==> src/rtl/pe_seq_ctrl.sv <==
// rtl/pe_seq_ctrl.sv - subvector read sequencer and result writer for the 32-lane inner-product PE
// Defining PE_SEQ_PERF_EN adds the perf_cycles / perf_stalls counters.
module pe_seq_ctrl #(
  parameter int ADDR_W = 12,
  parameter int CNT_W  = 10,
  parameter int RD_LAT = 1
) (
  input  logic              clk,
  input  logic              rst_n,
  input  logic              start,
  input  logic [CNT_W-1:0]  num_sub,
  input  logic [CNT_W-1:0]  num_out,
  input  logic [ADDR_W-1:0] nbuf_base,
  input  logic [ADDR_W-1:0] wbuf_base,
  input  logic [ADDR_W-1:0] obuf_base,
  input  logic              hold,
  output logic              busy,
  output logic              done,
  output logic              nbuf_re,
  output logic [ADDR_W-1:0] nbuf_addr,
  output logic              wbuf_re,
  output logic [ADDR_W-1:0] wbuf_addr,
  output logic              pe_vld,
  output logic [1:0]        pe_ctrl,
  input  logic              pe_res_vld,
  input  logic [31:0]       pe_result,
  output logic              obuf_we,
  output logic [ADDR_W-1:0] obuf_addr,
  output logic [31:0]       obuf_wdata
`ifdef PE_SEQ_PERF_EN
  ,
  output logic [31:0]       perf_cycles,
  output logic [31:0]       perf_stalls
`endif
);

  typedef enum logic [1:0] {S_IDLE, S_ISSUE, S_DRAIN, S_DONE} state_t;

  state_t            state;
  logic [CNT_W-1:0]  cfg_num_sub;
  logic [CNT_W-1:0]  cfg_num_out;
  logic [ADDR_W-1:0] cfg_nbuf_base;
  logic [ADDR_W-1:0] cfg_obuf_base;
  logic [ADDR_W-1:0] wptr;
  logic [CNT_W-1:0]  sub_idx;
  logic [CNT_W-1:0]  out_idx;
  logic [CNT_W-1:0]  wr_cnt;
  logic [CNT_W-1:0]  wr_cnt_nxt;
  logic [1:0]        iss_ctrl;
  logic              last_sub;

  logic [RD_LAT-1:0] vld_sr;
  logic [1:0]        ctrl_sr [RD_LAT];

  assign last_sub   = (sub_idx == cfg_num_sub - CNT_W'(1));
  assign wr_cnt_nxt = wr_cnt + CNT_W'(pe_res_vld);

  always_ff @(posedge clk) begin
    if (!rst_n) begin
      state         <= S_IDLE;
      cfg_num_sub   <= '0;
      cfg_num_out   <= '0;
      cfg_nbuf_base <= '0;
      cfg_obuf_base <= '0;
      wptr          <= '0;
      sub_idx       <= '0;
      out_idx       <= '0;
      wr_cnt        <= '0;
      iss_ctrl      <= '0;
      busy          <= 1'b0;
      done          <= 1'b0;
      nbuf_re       <= 1'b0;
      nbuf_addr     <= '0;
      wbuf_re       <= 1'b0;
      wbuf_addr     <= '0;
      obuf_we       <= 1'b0;
      obuf_addr     <= '0;
      obuf_wdata    <= '0;
    end else begin
      done     <= 1'b0;
      nbuf_re  <= 1'b0;
      wbuf_re  <= 1'b0;
      iss_ctrl <= 2'b00;
      obuf_we  <= 1'b0;

      // Results are written whenever a job is active; stray results in IDLE are dropped.
      if (state != S_IDLE && pe_res_vld) begin
        obuf_we    <= 1'b1;
        obuf_addr  <= cfg_obuf_base + ADDR_W'(wr_cnt);
        obuf_wdata <= pe_result;
        wr_cnt     <= wr_cnt_nxt;
      end

      case (state)
        S_IDLE: begin
          if (start) begin
            cfg_num_sub   <= num_sub;
            cfg_num_out   <= num_out;
            cfg_nbuf_base <= nbuf_base;
            cfg_obuf_base <= obuf_base;
            wptr          <= wbuf_base;
            sub_idx       <= '0;
            out_idx       <= '0;
            wr_cnt        <= '0;
            busy          <= 1'b1;
            state         <= (num_sub == '0 || num_out == '0) ? S_DONE : S_ISSUE;
          end
        end
        S_ISSUE: begin
          if (!hold) begin
            nbuf_re   <= 1'b1;
            wbuf_re   <= 1'b1;
            nbuf_addr <= cfg_nbuf_base + ADDR_W'(sub_idx);
            wbuf_addr <= wptr;
            wptr      <= wptr + ADDR_W'(1);
            iss_ctrl  <= {last_sub, sub_idx == '0};
            if (last_sub) begin
              sub_idx <= '0;
              out_idx <= out_idx + CNT_W'(1);
              if (out_idx == cfg_num_out - CNT_W'(1))
                state <= S_DRAIN;
            end else begin
              sub_idx <= sub_idx + CNT_W'(1);
            end
          end
        end
        S_DRAIN: begin
          if (wr_cnt_nxt == cfg_num_out)
            state <= S_DONE;
        end
        S_DONE: begin
          done  <= 1'b1;
          busy  <= 1'b0;
          state <= S_IDLE;
        end
        default: state <= S_IDLE;
      endcase
    end
  end

  // Tag pipeline; iss_ctrl is zero on non-issue cycles so pe_ctrl is 00 whenever pe_vld is low.
  always_ff @(posedge clk) begin
    if (!rst_n) begin
      vld_sr <= '0;
      for (int i = 0; i < RD_LAT; i++)
        ctrl_sr[i] <= 2'b00;
    end else begin
      for (int i = RD_LAT - 1; i > 0; i--) begin
        vld_sr[i]  <= vld_sr[i-1];
        ctrl_sr[i] <= ctrl_sr[i-1];
      end
      vld_sr[0]  <= nbuf_re;
      ctrl_sr[0] <= iss_ctrl;
    end
  end

  assign pe_vld  = vld_sr[RD_LAT-1];
  assign pe_ctrl = ctrl_sr[RD_LAT-1];

`ifdef PE_SEQ_PERF_EN
  always_ff @(posedge clk) begin
    if (!rst_n) begin
      perf_cycles <= '0;
      perf_stalls <= '0;
    end else if (state == S_IDLE && start) begin
      perf_cycles <= '0;
      perf_stalls <= '0;
    end else begin
      if (busy)
        perf_cycles <= perf_cycles + 32'd1;
      if (state == S_ISSUE && hold)
        perf_stalls <= perf_stalls + 32'd1;
    end
  end
`endif

endmodule

==> config.mk <==
export PLATFORM = sky130hd
export DESIGN_NAME = pe_seq_ctrl
export DESIGN_NICKNAME = d
export VERILOG_FILES = /design/src/rtl/pe_seq_ctrl.sv
export SDC_FILE = /design/constraint.sdc
export NUM_CORES = 1
export LEC_CHECK = 0
export ABC_AREA = 1
export BUFFER_PORTS_ARGS = -buffer_cell sky130_fd_sc_hd__buf_2
export CAP_MARGIN = 10
export CORE_UTILIZATION = 50
export DETAILED_ROUTE_END_ITERATION = 10
export HOLD_SLACK_MARGIN = 0.03
export PLACE_DENSITY_LB_ADDON = 0.08
export SETUP_SLACK_MARGIN = 0.1
export SYNTH_ARGS = -nofsm -noshare
export SYNTH_HDL_FRONTEND = slang
export SYNTH_SLANG_ARGS = --single-unit
export TNS_END_PERCENT = 30
==> constraint.sdc <==
create_clock -name clk -period 2.6 [get_ports clk]
set_input_delay 0.52 -clock clk [delete_from_list [all_inputs] [get_ports clk]]
set_output_delay 0.52 -clock clk [all_outputs]
set_load 0.1 [all_outputs]
## Yosys cells after proc, flatten, opt, wreduce, memory -nomap -nowiden

Memories as Yosys holds them, arrays and structs flattened.
Index checks and enable logic that the tools add are counted.

- Bits in registers: 163
- RAM bits: 2
- Bits of input ports: 93
- Memories: 1

Memory list:

| name | depth | bits a word | read ports | clocked after Yosys merged registers in | wr ports | RTL line | text |
|---|---|---|---|---|---|---|---|
| ctrl_sr | 1 | 2 | 1 | 0 | 1 | 53 | `logic [1:0] ctrl_sr [RD_LAT];` |

- $add $sub $neg: 8
- Equal/unequal tests: 11
- Mux-type cells: 29
- Bitwise operators: 3
- Reductions and logical operators: 18

Operators with widths:

| kind | count |
|---|---|
| $mux W10 | 8 |
| $pmux W10 S2 | 2 |
| $eq A10 B10 Y1 | 3 |
| $logic_not A10 Y1 | 3 |
| $add A12 B10 Y12 | 2 |
| $mux W12 | 2 |
| $pmux W12 S2 | 1 |
| $add A10 B1 Y10 const B | 2 |
| $sub A10 B1 Y10 const B | 2 |
| $mux W2 | 7 |
| $add A12 B1 Y12 const B | 1 |
| $add A10 B1 Y10 | 1 |
| $ne A2 B2 Y1 const B | 5 |
| $pmux W2 S4 | 1 |
| $reduce_and A2 Y1 | 4 |
| $mux W1 | 7 |
| $reduce_bool A2 Y1 | 3 |
| $reduce_and A5 Y1 | 1 |
| $eq A2 B2 Y1 const B | 2 |
| $reduce_and A4 Y1 | 1 |
| $not A1 Y1 | 3 |
| $reduce_and A3 Y1 | 1 |
| $reduce_or A3 Y1 | 1 |
| $eq A2 B1 Y1 const B | 1 |
| 5 further kinds | 5 |

## Depth between registers and ports, before layout

Gate-level depths: netlist (run 1).

- Depth after elaboration: 6
- Depth in mapped cells: 16

## Worst setup path after synthesis (run 1)

No wires, ideal clock.

- Path kind: input to register
- Start point: input port pe_res_vld
- End point: register state[0]
- Setup time: 0.064 ns
- Arrival time: 1.966 ns
- Required time: 2.536 ns
- Setup slack: 0.570 ns
- Stages on the path: 16
- Path buffers: 0
- Path through: ha_1 -> ha_1 -> nand2_1 -> nor2_1 -> nand3_1 -> inv_1 -> nand2_1 -> nand2_1 -> nand2_1 -> nand2_1 -> nand3_1 -> nor2_1 -> nor2_1 -> nor2_1 -> nor2_1 -> nor2_1

- Longest elaborated chain between the ends: 4

Ends and longest elaborated chain:

| element | RTL line | text |
|---|---|---|
| from (decl) | 25 | `input logic pe_res_vld,` |
| $add A10 B1 Y10 | 56 | `assign wr_cnt_nxt = wr_cnt + CNT_W'(pe_res_vld);` |
| $eq A10 B10 Y1 | 128 | `if (wr_cnt_nxt == cfg_num_out)` |
| $ne A2 B2 Y1 (no line) | n/a |  |
| $reduce_and A5 Y1 (no line) | n/a |  |
| to (signal assigned) | 106 | `state <= (num_sub == '0 \|\| num_out == '0) ? S_DONE : S_ISSUE;` |
| to (decl) | 39 | `state_t state;` |

Every way passes these cells.
A chain may end at the register's enable or synchronous reset.

## Worst setup path after layout (run 1)

- Start point: register cfg_num_sub[0]
- End point: register out_idx[3]

- Longest elaborated chain between the ends: 4

Ends and longest elaborated chain:

| element | RTL line | text |
|---|---|---|
| from (decl) | 40 | `logic [CNT_W-1:0] cfg_num_sub;` |
| from (signal assigned) | 97 | `cfg_num_sub <= num_sub;` |
| $sub A10 B1 Y10 | 55 | `assign last_sub = (sub_idx == cfg_num_sub - CNT_W'(1));` |
| $eq A10 B10 Y1 | 55 |  |
| $ne A2 B2 Y1 (no line) | n/a |  |
| $reduce_and A4 Y1 (no line) | n/a |  |
| to (signal assigned) | 119 | `out_idx <= out_idx + CNT_W'(1);` |
| to (decl) | 46 | `logic [CNT_W-1:0] out_idx;` |

Every way passes these cells.

==> metrics.yaml, run 1 <==
cells_and_area:
  nNetsFinal: 1520
  layout-drive-gt1-share_pct: 16.71
  filler_cell_count: 1612
  multi_input_area_um2: 4443
  postLayoutCellArea_um2: 10140
  seq_area_um2: 3303
  syn_to_final_growth_pct: 19.80
  antennaDiodeCount: 0
drt:
  viasPerCell: 5.033
  total_drc_errors_in_the_routed_layout: 0
  dr.pass1.iters: 5
  detailed_route_iter0_violations: 567
  antenna_left: 0
  wl_met1_mm: 10.14
  topRoutingLayerUsed: "met5"
  met3_wirelength_um: 916
  wire_per_inst_um: 13.07
  vias: 8184
  total_met2_wirelength_after_detailed_routing_mm: 9.960
  totalWireLength_mm: 21.26
clocking:
  htree_num_levels: 4
  cts_tree: "built"
  clockRootBuffer: "clkbuf_16"
  cts_hold_buf: 0
  clkSlewWorstSetupHoldPaths_ns: 0.07
  cts_buffers: 17
  clock_insertion_delay_worst_skew_ns: 0.43
  postCtsSetupRepairBufs: 0
  tritoncts_num_sinks: 165
  cts-root-to-sink-buffers: 2
place:
  number_of_buffer_cells_added_on_primary_ports: 168
  post-dp-hpwl_mm: 15.49
  cell_area_after_placement_um2: 9502
  gp_congestion: 0.8771
timing:
  final-hold-violation-count: 0
  totalNegativeSetupSlack_ns: 0
  maxClockFrequency_mhz: 453.7
  grt_setup_unrepaired: "no"
  max_slew_margin_pct: 51.12
  timing.final.setup_violations: 0
  tightestPinTransition_ns: 0.7305
  final_period_util_pct: 84.77
  timing.final.crit_period_ns: 2.204
  final-max-slew-violation-count: 0
  clock_skew_ns: 0.008962
synth:
  synth_commonest_cells: "238 x nor2_1, 203 x nand2_1, 165 x dfxtp_1, 147 x o21ai_0, 139 x inv_1"
  post-synth-top-count-cell: "nor2_1"
  ys_dominant_reg_cell: "dfxtp_1"
  ys_top_cells_by_area: "dfxtp_1 39%, nor2_1 11%, nand2_1 9.0%"
  post_synth_num_cell_types: 40
  yosysTopAreaCellShare_pct: 39.01
  synth-edff-count: 0
  yosysSeqAreaShare_pct: 39.01
  synthCells: 1240
  post_synthesis_cell_area_um2: 8467
  synth_fp_nets: 1367
  synth_area_leader_cell: "dfxtp_1"
  postSynthAreaPerCell_um2: 6.828
  synth_async_sr_flop_share_pct: 0
  yosysWarnings: 0
  yosys_register_bits: 165
worst_setup_path:
  r2r_setup_slack_ns: 0.40
  timing.critical_path.fanout_max: 11
  path_delay_family: "simple AND/OR/NAND/NOR gates"
  critPathLaunch: "cfg_num_sub[0]"
  timing.critical_path.slowest_cell_delay_ns: 0.33
  crit_arrival_ns: 2.51
  critical_path_class: "flop to flop"
  worstReg2RegEnd: "out_idx[3]"
  timing.critical_path.to: "out_idx[3]"
  worst_ep_required_time_ns: 2.91
  critical_path.cell_chain: "inv_1, ha_1, nand2_2, nor2_2, inv_1, nand3_1, nand2_1, nor2_1, nand3_2, nand2_4, nand2_2, o21ai_0, a21boi_0"
  worst_r2r_startpoint: "cfg_num_sub[0]"
  worst_path_max_delay_cell: "dfxtp_1"
  crit_path_end_kind: "flop"
  critical_path_cell_count: 13
  start_kind: "flop"
  rr_worst_depth: 13
  timing.critical_path.buf_inv: 2
floorplanning:
  die_h_um: 132.1
  area_of_the_die_um2: 17460
  rows: 47
  initial_utilization_pct: 51.06
  horiz_die_dim_um: 132.1
  fp.coreArea_um2: 16580
  ports: 169
global_routing:
  via_count_of_the_first_global_routing_pass: 7346
  gr-total-overflow: 0
  track_usage_pct: 25.23
  antenna_violations_before_repair: 1
  maximum_number_of_pins_on_one_net_before_global_route_repair: 64
  global_route_wire_length_before_repair_mm: 35.43
power_and_ir_drop:
  power-per-cell-area_nw_per_um2: 1188
  vdd.ir_drop.worst_mv: 0.6305
  power.leakage_nw: 4.900
min_path:
  hold_path_class: "input port to flop"
run_status:
  status: "complete, no violations"
job:
  timing.max_cap.violations: 0
==> worst min-delay path by stage <==
stage                             start             end  cells past startpoint
after CTS                 pe_result[10]  obuf_wdata[10]                      3
after global routing      pe_result[10]  obuf_wdata[10]                      3
after floorplan             iss_ctrl[0]   ctrl_sr[0][0]                      2
final                     pe_result[11]  obuf_wdata[11]                      3
after global placement      iss_ctrl[1]   ctrl_sr[0][1]                      2
after detailed placement    iss_ctrl[0]   ctrl_sr[0][0]                      2
==> metal layers <==
metal	vias up	GRT usage, %
met4	2	7.171
met1	3662	33.22
li1	4320	-
met2	177	42.06
met5	-	0
met3	23	4.767
==> state kept, by name, indices dropped and copies added, names as in the netlist, 12 cells and up <==
signal,count
cfg_nbuf_base,12
cfg_obuf_base,12
nbuf_addr,12
obuf_addr,12
obuf_wdata,32
wbuf_addr,12
wptr,12
==> cell type report <==
cell class	instances	area share, %
repair buffers	182	9.350
clock buffers	17	4.194
flip-flops and latches	165	32.56
well taps	220	2.714
clock inverters	15	2.011
multi-input cells	882	43.80
inverters	145	5.366
==> power breakdown <==
group / switching [mW] / internal, mW
clock network: 1.07 / 1.61
registers: 0.485 / 3.18
logic: 4.36 / 1.34
total: 5.92 / 6.13
==> logic make-up after synthesis <==
| kind of cell | after synthesis | share of synthesized area, % |
|---|---|---|
| buffers and inverters | 193 | 8.689 |
| DFF | 165 | 39.01 |
| adders and majority gates | 34 | 5.202 |
| and+or+nand+nor | 561 | 27.47 |
| AOI/OAI and AO/OA | 250 | 15.80 |
| xor gates and xnor gates | 37 | 3.827 |
==> placed cells by master (no fill, tap or decap), types with 2 or more instances in the layout <==
| cell type | instances |
|---|---|
| nor2_1 | 238 |
| nand2_1 | 201 |
| buf_2 | 167 |
| dfxtp_1 | 165 |
| o21ai_0 | 147 |
| inv_1 | 138 |
| nand3_1 | 71 |
| a21oi_1 | 69 |
| ha_1 | 32 |
| xor2_1 | 24 |
| nor3_1 | 17 |
| clkbuf_16 | 17 |
| buf_4 | 15 |
| nand4_1 | 13 |
| xnor2_1 | 13 |
| o211ai_1 | 8 |
| inv_2 | 6 |
| nor4_1 | 6 |
| o21bai_1 | 5 |
| nand2_2 | 4 |
| a31oi_1 | 4 |
| o221ai_1 | 4 |
| bufinv_16 | 4 |
| clkinvlp_4 | 4 |
| a22oi_1 | 3 |
| o31ai_1 | 3 |
| inv_6 | 3 |
| nand2_4 | 2 |
| nand3b_1 | 2 |
| a21o_1 | 2 |
| a31o_2 | 2 |
| fa_1 | 2 |
| clkinv_2 | 2 |
| clkinv_4 | 2 |
==> what timing repair did <==
action,4_1_cts,5_1_grt
setup endpoints to repair,0,16
hold endpoints to repair,0,0
resized for setup,0,3
==> worst register-to-register path, stage by stage (launching register included) <==
cell      delay [ns]
dfxtp_1         0.33
inv_1           0.12
ha_1            0.24
nand2_2         0.08
nor2_2          0.18
inv_1           0.08
nand3_1         0.07
nand2_1         0.06
nor2_1          0.13
nand3_2         0.16
nand2_4         0.16
nand2_2         0.17
o21ai_0         0.20
a21boi_0        0.10
==> through the flow <==
step / std cells / setup WS [ns] / hold slack (ns) / power, mW / util, %
floorplan: 1240 / 0.5701 / 0.3905 / 8.315 / -
global placement: 1594 / 0.2854 / 0.4012 / 9.319 / 57.30
detailed placement: 1594 / 0.2174 / 0.3970 / 9.383 / 57.30
CTS: 1626 / 0.2088 / 0.3191 / 12.11 / 61.09
global route: 1626 / 0.1067 / 0.3234 / 12.83 / 61.17
finish: 1626 / 0.3959 / 0.3351 / 12.05 / 61.17
Note: power is estimated with default switching activity, not from simulation.
==> run 2: changes to the inputs <==
--- a/config.mk
+++ b/config.mk
@@ -5,7 +5,7 @@
 export SDC_FILE = /design/constraint.sdc
 export NUM_CORES = 1
 export LEC_CHECK = 0
-export ABC_AREA = 1
+export ABC_AREA = 0
 export BUFFER_PORTS_ARGS = -buffer_cell sky130_fd_sc_hd__buf_2
 export CAP_MARGIN = 10
 export CORE_UTILIZATION = 50
==> constraint.sdc (replaced) <==
create_clock -name clk -period 2 [get_ports clk]
set_input_delay 0.4 -clock clk [delete_from_list [all_inputs] [get_ports clk]]
set_output_delay 0.4 -clock clk [all_outputs]
set_load 0.1 [all_outputs]
==> run 2 against run 1 <==
  * The run now ends with negative setup slack left
  * Setup slack got worse by 0.94 ns
  * Utilization rose by 7.7 points
  * Synthesized cell count fell by 17%
  * Combinational power barely moved
  * Wire length rose by 5.9%
  * Via count fell by 1.8%
  * Worst hold slack got worse by 0.14 ns
  * First-iteration DRC count fell by 43%
  * Non-clock buffer count rose by 101
  * Critical path depth fell by 4
  * Global-route usage rose by 0.94 points
  * Critical path type unchanged
  * Critical endpoint is now out_idx[6]
  * Largest power group unchanged
==> metrics.yaml, run 2 <==
job:
  timing.max_cap.violations: 0  # unchanged
worst_setup_path:
  critPathLaunch: "cfg_num_sub[1]"
  crit_path_end_kind: "flop"
  rr_worst_depth: 9  # -4
  worstReg2RegEnd: "out_idx[6]"
  r2r_setup_slack_ns: -0.54  # -0.94 ns
  critical_path_class: "flop to flop"
  worst_ep_required_time_ns: 2.36  # -0.55 ns
  crit_arrival_ns: 2.90  # +0.39 ns
  timing.critical_path.fanout_max: 4  # -7
  start_kind: "flop"
  timing.critical_path.to: "out_idx[6]"
  worst_r2r_startpoint: "cfg_num_sub[1]"
global_routing:
  grt_use_met2_pct: 42.03  # about the same
  groute.layer.met3.usage_pct: 6.520  # +1.8 points
  via_count_of_the_first_global_routing_pass: 7663  # +4.3%
  gr-max-usage-layer: "met2"
  gr-total-overflow: 0  # unchanged
  global_route_wire_length_before_repair_mm: 36.90  # +4.1%
  track_usage_pct: 26.17  # +0.94 points
  maximum_number_of_pins_on_one_net_before_global_route_repair: 48  # -25%
  gr-usage-met1_pct: 34.60  # +1.4 points
  antenna_violations_before_repair: 1  # unchanged
clocking:
  cts_tree: "built"
  cts-root-to-sink-buffers: 2  # unchanged
  clockRootBuffer: "clkbuf_16"
  tritoncts_num_sinks: 165  # unchanged
  cts_buffers: 17  # unchanged
  htree_num_levels: 4  # unchanged
  cts_hold_buf: 0  # unchanged
  clock_insertion_delay_worst_skew_ns: 0.44  # about the same
  clkSlewWorstSetupHoldPaths_ns: 0.08  # about the same
floorplanning:
  horiz_die_dim_um: 131.4  # -0.52%
  rows: 46  # -2.1%
  ports: 169  # unchanged
  fp.coreArea_um2: 16120  # -2.8%
  area_of_the_die_um2: 17280  # -1.0%
  initial_utilization_pct: 51.99  # +0.93 points
  die_h_um: 131.4  # -0.52%
synth:
  yosys_register_bits: 165  # unchanged
  synth_async_sr_flop_share_pct: 0  # unchanged
  yosysWarnings: 0  # unchanged
  ys_dominant_reg_cell: "dfxtp_1"
  post_synth_num_cell_types: 65  # +63%
  yosysTopAreaCellShare_pct: 39.43  # +0.41 points
  ys_top_cells_by_area: "dfxtp_1 39%, nand2_1 11%, a21boi_0 8.8%"
  postSynthAreaPerCell_um2: 8.103  # +19%
  synth_fp_nets: 1161  # -15%
  yosysSeqAreaShare_pct: 39.43  # +0.41 points
  synthCells: 1034  # -17%
  post_synthesis_cell_area_um2: 8378  # -1.0%
  synth-edff-count: 0  # unchanged
  synth_commonest_cells: "239 x nand2_1, 165 x dfxtp_1, 98 x a21boi_0, 53 x clkbuf_1, 48 x a21oi_1"
  synth_area_leader_cell: "dfxtp_1"
  post-synth-top-count-cell: "nand2_1"
drt:
  viasPerCell: 5.340  # +6.1%
  wire_per_inst_um: 14.96  # +14%
  totalWireLength_mm: 22.52  # +5.9%
  dr.pass1.iters: 5  # unchanged
  antenna_left: 0  # unchanged
  vias: 8036  # -1.8%
  total_drc_errors_in_the_routed_layout: 0  # unchanged
  detailed_route_iter0_violations: 326  # -43%
cells_and_area:
  finish.cell_count_without_fillers: 1505  # -7.4%
  nNetsFinal: 1403  # -7.7%
  mostFrequentLayoutCells: "237 x nand2_1, 167 x buf_2, 157 x dfxtp_1"
  seq_area_um2: 3313  # +0.30%
  multi_input_area_um2: 5049  # +14%
  final_common_cell: "nand2_1"
  antennaDiodeCount: 0  # unchanged
  postLayoutCellArea_um2: 11100  # +9.5%
  filler_cell_count: 1346  # -17%
  syn_to_final_growth_pct: 32.54
  layout-drive-gt1-share_pct: 30.10  # +13 points
  regMostFlops: "obuf_wdata"
  max_reg_flops: 32  # unchanged
timing:
  clock_skew_ns: 0.01470  # +0.005735 ns
  post-route-worst-setup-slack_ns: -0.5416  # -0.9375 ns
  timing.final.setup_violations: 31  # +31
  final-hold-violation-count: 0  # unchanged
  grt_setup_unrepaired: "yes"
  maxClockFrequency_mhz: 393.5  # -13%
  timing.final.crit_period_ns: 2.542  # +0.3375 ns
  totalNegativeSetupSlack_ns: -8.836  # -8.836 ns
  final_period_util_pct: 127.1  # +42 points
  max_slew_margin_pct: 54.22  # +3.1 points
  tightestPinTransition_ns: 0.6821  # -0.04844 ns
  final-max-slew-violation-count: 0  # unchanged
power_and_ir_drop:
  power.leakage_nw: 4.804  # -2.0%
  vdd.ir_drop.worst_mv: 0.8886  # +41%
  total_power_mw: 13.05  # +8.2%
  power-per-cell-area_nw_per_um2: 1175  # -1.1%
place:
  post-dp-hpwl_mm: 16.26  # +5.0%
  number_of_buffer_cells_added_on_primary_ports: 168  # unchanged
  placed_cells_incl_taps: 1468  # -7.9%
  gp_congestion: 0.9056  # +3.2%
  cell_area_after_placement_um2: 10170  # +7.0%
run_status:
  violations_in_the_final_reports: "negative setup slack"
  status: "complete, but fails checks"
min_path:
  hold_path_class: "input port to flop"
run 2: worst min-delay path by stage:
stage	from	endpoint	slack, ns	cells past startpoint
after floorplan	iss_ctrl[0]	ctrl_sr[0][0]	0.41	1
after global placement	iss_ctrl[1]	ctrl_sr[0][1]	0.41	1
after detailed placement	iss_ctrl[1]	ctrl_sr[0][1]	0.42	1
after CTS	pe_result[30]	obuf_wdata[30]	0.18	3
after global routing	obuf_base[0]	cfg_obuf_base[0]	0.20	3
final	pe_result[20]	obuf_wdata[20]	0.20	3
run 2: worst max-delay path, cell delays in order (launching register included):
cell,delay [ns]
dfxtp_2,0.33
buf_6,0.12
or4_4,0.55
nor4_4,0.26
a311oi_1,0.07
nand2_1,0.17
nand4b_4,0.12
a21o_1,0.22
or4_1,0.49
a21oi_1,0.14
run 2: what timing repair did:
item                                    CTS  global route
buffers inserted                          3             2
pin swaps                                16            29
gates cloned                              0             0
endpoints found under the setup margin   41            75
gates resized for setup                  32            51
run 2: cell families after synthesis:
logic type / Yosys count / share of synthesized area (%)
AO/OA/AOI/OAI: 256 / 20.71
multiplexers: 3 / 0.3734
XOR/XNOR: 61 / 6.377
adder cells (fa/ha/maj): 34 / 5.257
AND/OR/NAND/NOR: 426 / 23.76
buffers and inverters: 89 / 4.092
flip-flops: 165 / 39.43
run 2: routing by layer:
layer	up-vias	routed length, µm
met5	-	8
met4	2	350
met3	29	1245
met2	196	10430
met1	3770	10490
li1	4039	-
run 2: stage by stage:
stage / setup slack [ns] / util, % / hold WS [ns]
floorplan: -0.5361 / - / 0.4119
global placement: -0.4522 / 63.11 / 0.4135
detailed placement: -0.5429 / 63.11 / 0.4202
CTS: -0.5255 / 67.48 / 0.1817
global route: -0.6548 / 68.91 / 0.1961
finish: -0.5416 / 68.91 / 0.1962
run 2: power breakdown:
group          switching [mW]  leakage, nW  internal [mW]
clock                    1.56        0.284           1.67
combinational            3.88         3.17           1.82
sequential              0.337         1.35           3.79
run 2: cell type report:
class	instances	share of cell area, %
inverters	29	0.9803
clock inverters	15	1.431
repair buffers	283	16.02
multi-input cells	780	45.46
clock buffers	17	3.831
well taps	216	2.434
flip-flops and latches	165	29.84
